--- src/rtl/multicycle_control_fsm.sv ---
// Control sequencer for the multi-cycle RV32I core: walks each instruction through
// IF/ID/EX/MEM/WB over a shared memory port and ALU, detects the ecall halt and counts retirements.
module multicycle_control_fsm #(
    parameter int CNT_WIDTH = 32
) (
    input  logic                 clk,
    input  logic                 reset,
    input  logic [6:0]           opcode,
    input  logic                 bcond,
    input  logic                 halt_cond,
    input  logic                 mem_ready,
    output logic                 pc_write,
    output logic                 pc_source,
    output logic                 i_or_d,
    output logic                 mem_read,
    output logic                 mem_write,
    output logic                 ir_write,
    output logic                 reg_write,
    output logic                 mem_to_reg,
    output logic                 pc_to_reg,
    output logic                 alu_src_a,
    output logic [1:0]           alu_src_b,
    output logic [1:0]           alu_op,
    output logic                 is_halted,
    output logic [CNT_WIDTH-1:0] instret
);

    localparam logic [6:0] OP_R      = 7'b0110011;
    localparam logic [6:0] OP_I      = 7'b0010011;
    localparam logic [6:0] OP_LOAD   = 7'b0000011;
    localparam logic [6:0] OP_STORE  = 7'b0100011;
    localparam logic [6:0] OP_BRANCH = 7'b1100011;
    localparam logic [6:0] OP_JAL    = 7'b1101111;
    localparam logic [6:0] OP_JALR   = 7'b1100111;
    localparam logic [6:0] OP_ECALL  = 7'b1110011;

    typedef enum logic [2:0] {
        S_IF   = 3'd0,
        S_ID   = 3'd1,
        S_EX   = 3'd2,
        S_MEM  = 3'd3,
        S_WB   = 3'd4,
        S_HALT = 3'd5
    } state_t;

    // inIf and branchEx mark strobes that also depend on same-cycle mem_ready / bcond.
    typedef struct packed {
        logic       pcWrite;
        logic       pcSource;
        logic       iOrD;
        logic       memRead;
        logic       memWrite;
        logic       regWrite;
        logic       memToReg;
        logic       pcToReg;
        logic       aluSrcA;
        logic [1:0] aluSrcB;
        logic [1:0] aluOp;
        logic       isHalted;
        logic       inIf;
        logic       branchEx;
    } ctrl_t;

    function automatic logic isExecOp(input logic [6:0] op);
        return op inside {OP_R, OP_I, OP_LOAD, OP_STORE, OP_BRANCH, OP_JAL, OP_JALR};
    endfunction

    function automatic ctrl_t decodeCtrl(input state_t st, input logic [6:0] op);
        ctrl_t c;
        c = '0;
        case (st)
            S_IF: begin
                c.memRead = 1'b1;
                c.inIf    = 1'b1;
            end
            S_ID: c.aluSrcB = 2'd2;
            S_EX: begin
                case (op)
                    OP_R: begin
                        c.aluSrcA = 1'b1;
                        c.aluOp   = 2'b10;
                    end
                    OP_I: begin
                        c.aluSrcA = 1'b1;
                        c.aluSrcB = 2'd2;
                        c.aluOp   = 2'b10;
                    end
                    OP_LOAD, OP_STORE: begin
                        c.aluSrcA = 1'b1;
                        c.aluSrcB = 2'd2;
                    end
                    OP_BRANCH: begin
                        c.aluSrcA  = 1'b1;
                        c.aluOp    = 2'b01;
                        c.pcSource = 1'b1;
                        c.branchEx = 1'b1;
                    end
                    OP_JAL: begin
                        c.pcWrite  = 1'b1;
                        c.pcSource = 1'b1;
                        c.regWrite = 1'b1;
                        c.pcToReg  = 1'b1;
                    end
                    OP_JALR: begin
                        c.aluSrcA  = 1'b1;
                        c.aluSrcB  = 2'd2;
                        c.pcWrite  = 1'b1;
                        c.regWrite = 1'b1;
                        c.pcToReg  = 1'b1;
                    end
                    default: c = '0;
                endcase
            end
            S_MEM: begin
                c.iOrD     = 1'b1;
                c.memRead  = (op == OP_LOAD);
                c.memWrite = (op == OP_STORE);
            end
            S_WB: begin
                c.regWrite = 1'b1;
                c.memToReg = (op == OP_LOAD);
            end
            S_HALT: c.isHalted = 1'b1;
            default: c = '0;
        endcase
        return c;
    endfunction

    state_t                 r_state;
    ctrl_t                  r_ctrl;
    logic [CNT_WIDTH-1:0]   r_instret;
    state_t                 w_nextState;
    logic                   w_retire;
    logic                   w_run;

    always_comb begin
        w_nextState = S_IF;
        case (r_state)
            S_IF:   w_nextState = mem_ready ? S_ID : S_IF;
            S_ID: begin
                if (opcode == OP_ECALL)
                    w_nextState = halt_cond ? S_HALT : S_IF;
                else if (isExecOp(opcode))
                    w_nextState = S_EX;
            end
            S_EX: begin
                if (opcode == OP_R || opcode == OP_I)
                    w_nextState = S_WB;
                else if (opcode == OP_LOAD || opcode == OP_STORE)
                    w_nextState = S_MEM;
            end
            S_MEM: begin
                if (!mem_ready)
                    w_nextState = S_MEM;
                else if (opcode == OP_LOAD)
                    w_nextState = S_WB;
            end
            S_WB:   w_nextState = S_IF;
            S_HALT: w_nextState = S_HALT;
            default: w_nextState = S_IF;
        endcase
    end

    assign w_retire = (w_nextState == S_IF) && (r_state inside {S_ID, S_EX, S_MEM, S_WB});

    // Controls for the upcoming state are registered at the edge; reset preloads the IF set
    // so fetch can begin on the first cycle after release.
    always_ff @(posedge clk or posedge reset) begin
        if (reset) begin
            r_state   <= S_IF;
            r_ctrl    <= decodeCtrl(S_IF, 7'd0);
            r_instret <= '0;
        end else begin
            r_state <= w_nextState;
            r_ctrl  <= decodeCtrl(w_nextState, opcode);
            if (w_retire)
                r_instret <= r_instret + 1'b1;
        end
    end

    assign w_run      = !reset;
    assign pc_write   = w_run & (r_ctrl.pcWrite | (r_ctrl.inIf & mem_ready) | (r_ctrl.branchEx & bcond));
    assign pc_source  = w_run & r_ctrl.pcSource;
    assign i_or_d     = w_run & r_ctrl.iOrD;
    assign mem_read   = w_run & r_ctrl.memRead;
    assign mem_write  = w_run & r_ctrl.memWrite;
    assign ir_write   = w_run & r_ctrl.inIf & mem_ready;
    assign reg_write  = w_run & r_ctrl.regWrite;
    assign mem_to_reg = w_run & r_ctrl.memToReg;
    assign pc_to_reg  = w_run & r_ctrl.pcToReg;
    assign alu_src_a  = w_run & r_ctrl.aluSrcA;
    assign alu_src_b  = !w_run ? 2'd0 : (r_ctrl.inIf ? {1'b0, mem_ready} : r_ctrl.aluSrcB);
    assign alu_op     = w_run ? r_ctrl.aluOp : 2'd0;
    assign is_halted  = w_run & r_ctrl.isHalted;
    assign instret    = r_instret;

endmodule

--- config.mk ---
export PLATFORM = sky130hd
export DESIGN_NAME = multicycle_control_fsm
export DESIGN_NICKNAME = d
export VERILOG_FILES = /design/src/rtl/multicycle_control_fsm.sv
export SDC_FILE = /design/constraint.sdc
export NUM_CORES = 1
export LEC_CHECK = 0
export CORE_UTILIZATION = 49
export DETAILED_ROUTE_END_ITERATION = 8
export PLACE_DENSITY_LB_ADDON = 0.3
export SYNTH_ARGS = -nofsm -noshare
export SYNTH_HDL_FRONTEND = slang
export SYNTH_SLANG_ARGS = --single-unit
--- constraint.sdc ---
create_clock -name clk -period 3.35 [get_ports clk]
set_input_delay 0.67 -clock clk [delete_from_list [all_inputs] [get_ports clk]]
set_output_delay 0.67 -clock clk [all_outputs]
set_load 0.01 [all_outputs]
==> results.tsv <==
stage	metric	value	unit
logic_synthesis	synthFlopType	dfrtp_1	
timing	slew_violations	0	
timing	final_hold_viol_count	0	
grt	use_met2	31.2	%
layout	nets	302	
logic_synthesis	syn_area_per_cell	10.8	µm²
min_path	min-delay-start	instret[12]$_DFFE_PP0P_	
power	p_per_area	416	nW/µm²
layout	drive_gt1_share	12.1	%
clocking	path_clk_slew	0.09	ns
timing	worst_pin_slew	0.526	ns
route	via_per_inst	5.15	
power	ir_drop	0.000475	V
clocking	cts_buffer_depth	2	
logic_synthesis	synth_nets	239	
timing	hold_slack	0.497	ns
clocking	cts-buffers-inserted	5	
clocking	cts_tree	built	
clocking	cts-root-buf	clkbuf_8	
layout	syn_to_final_growth	31.4	%
logic_synthesis	synth_area	2440	µm²
logic_synthesis	yosys.area.top_type_share	48.2	%
critical_path	crit_required	2.68	ns
floorplan	core	4750	µm²
critical_path	startpoint	mem_ready	
route	routed_wl	4940	µm
critical_path	cp-start-kind	input port	
clocking	clock-sinks	49	
layout	fin_util	67.5	%
timing	fin_crit	2.86	ns
layout	fin_cells	357	
timing	slew_headroom	64.6	%
floorplan	pin_count	59	
clocking	ctsResizeCount	0	
timing	finalSetupViolations	0	
route	drc	0	
timing	max_freq	0.349	GHz
logic_synthesis	yosysUniqueCellTypes	47	
clocking	post_cts_buffers	0	
floorplan	rows	25	
logic_synthesis	ys_seq_elements	49	
critical_path	crit_type	input port to output pin	
power	power_leakage	0.00142	µW
grt	grt.busiest_layer	met2	
placement	place_hpwl	3720	µm
grt	grt_usage	20.5	%
timing	finClkSkew	0.00856	ns
clocking	clock_latency	0.30	ns
floorplan	die_w	72.6	µm
logic_synthesis	synth_edf_count	0	
clocking	cts.htree.levels	2	
layout	antenna-diode-count	0	
logic_synthesis	syn_inst	226	
logic_synthesis	seq_area_frac_synth	50.3	%
grt	grt_max_degree	29	
critical_path	cp.arrival	2.19	ns
route	dr.pass1.iters	4	
flow_run	max_cap_viol_count	0	
critical_path	path_max_fanout	7	
placement	dp_cells	349	
logic_synthesis	yosys_warnings	0	
timing	rsz0062_at_grt	false	
run_status	status	finished, final reports clean	
timing	min_period_over_period	85.5	%
logic_synthesis	ys_top_cells_by_count	dfrtp_1 (47), nand2_1 (24), xnor2_1 (19)	
grt	grt_pass1_wl	8160	µm
grt	antenna_found_initial	0	
timing	finalSetupTns	0	ns
floorplan	die_y	72.6	µm
grt	met3_usage	4.83	%
critical_path	crit_path_end_kind	output pin	
min_path	hp-class	flip-flop to flip-flop	
floorplan	floorplan.initialDensity	51.4	%
route	drtIter0Drc	142	
grt	grt_pass1_vias	1712	
floorplan	design.die.area	5270	µm²
clocking	cts_hold_buffers	0	
logic_synthesis	synth_largest_area_cell	dfrtp_1	
route	route.vias.total	1837	
route	post_drt_wl_per_cell	13.8	µm
grt	use_met1	28.8	%
placement	gp_routability_congestion	0.892	
critical_path	rr_startpoint	r_state[0]$_DFF_PP0_	
grt	overflow	0	
route	drtAntennaViolNets	0	
logic_synthesis	yosysMostFrequentCell	dfrtp_1	
logic_synthesis	synth_top_cells_by_area	dfrtp_1 (48%), xnor2_1 (6.8%), xor2_1 (4.7%)	
placement	io_buffers	58	
logic_synthesis	ys_async_sr_fraction	100	%
-- cells by family (layout without fill, tap and decap cells) --
kind of cell | Yosys count | after routing | share of synthesized area [%]
fa+ha+maj | 1 | 1 | 0.512
compound gates | 20 | 20 | 6.40
mux | 1 | 1 | 0.615
xor+xnor | 33 | 33 | 12.1
simple gates | 107 | 107 | 26.5
flops | 49 | 49 | 50.3
buf+inv | 15 | 79 | 3.48
-- area by class of cell --
class / instances / area (µm²)
Fill cell: 404 / 1550
Inverter: 8 / 30.0
Clock inverter: 2 / 37.5
Multi-Input combinational cell: 162 / 1130
Clock buffer: 6 / 82.6
Sequential cell: 49 / 1230
Tap cell: 67 / 83.8
Timing Repair Buffer: 63 / 618
-- sequential cells by signal, indices dropped and copies added (netlist names) --
register / count
r_state: 3
instret: 32
r_ctrl: 14
-- cell usage in the layout (no fill, tap or decap), types with 2 or more instances in the layout --
cell type,instances
clkdlybuf4s50_1,58
dfrtp_1,47
nand2_1,24
xnor2_1,19
and3_1,13
nor2b_1,13
xor2_1,13
nand3_1,11
nor2_1,10
nor3_1,7
inv_1,6
clkbuf_8,6
nand4_1,5
a21oi_1,5
buf_4,5
nor2_2,4
o21ai_0,4
nor4_2,3
or3_1,2
and4_1,2
nor2_4,2
inv_2,2
o21bai_1,2
nor4_1,2
dfstp_2,2
-- metrics by stage --
step	total power, µW	area (µm²)	setup WS [ns]
after detailed placement	914	3090	0.327
final	1340	3210	0.486
after floorplan	797	2440	0.423
after global routing	1400	3210	0.454
after CTS	1350	3210	0.503
after global placement	912	3090	0.363
-- per-layer routing --
metal | vias to the layer above | wire [µm]
li1 | 897 | -
met1 | 885 | 2310
met2 | 49 | 2320
met3 | 6 | 254
met4 | 0 | 59
met5 | - | 0
-- worst max-delay path, cell delays in order --
cell and delay (ns):
clkdlybuf4s50_1 0.58, and3_1 0.26, o21bai_1 0.13, clkdlybuf4s50_1 0.54
-- final timing paths --
path / endpoint / slack (ns) / cells past startpoint
max in group asynchronous: r_ctrl[12]$_DFF_PP1_ / 2.21 / 3
worst max register to register: instret[26]$_DFFE_PP0P_ / 1.09 / 6
min in group asynchronous: instret[5]$_DFFE_PP0P_ / 0.80 / 3
worst min register to register: instret[12]$_DFFE_PP0P_ / 0.50 / 1
worst max-delay path: pc_write / 0.49 / 4
worst min-delay path: instret[12]$_DFFE_PP0P_ / 0.50 / 1
-- report_power, final --
part / switching (µW) / total, µW / internal [µW]
clock: 189 / 431 / 243
sequential: 52.4 / 682 / 630
combinational: 98.6 / 223 / 124
No activity file was read; power rests on OpenSTA's default activity.
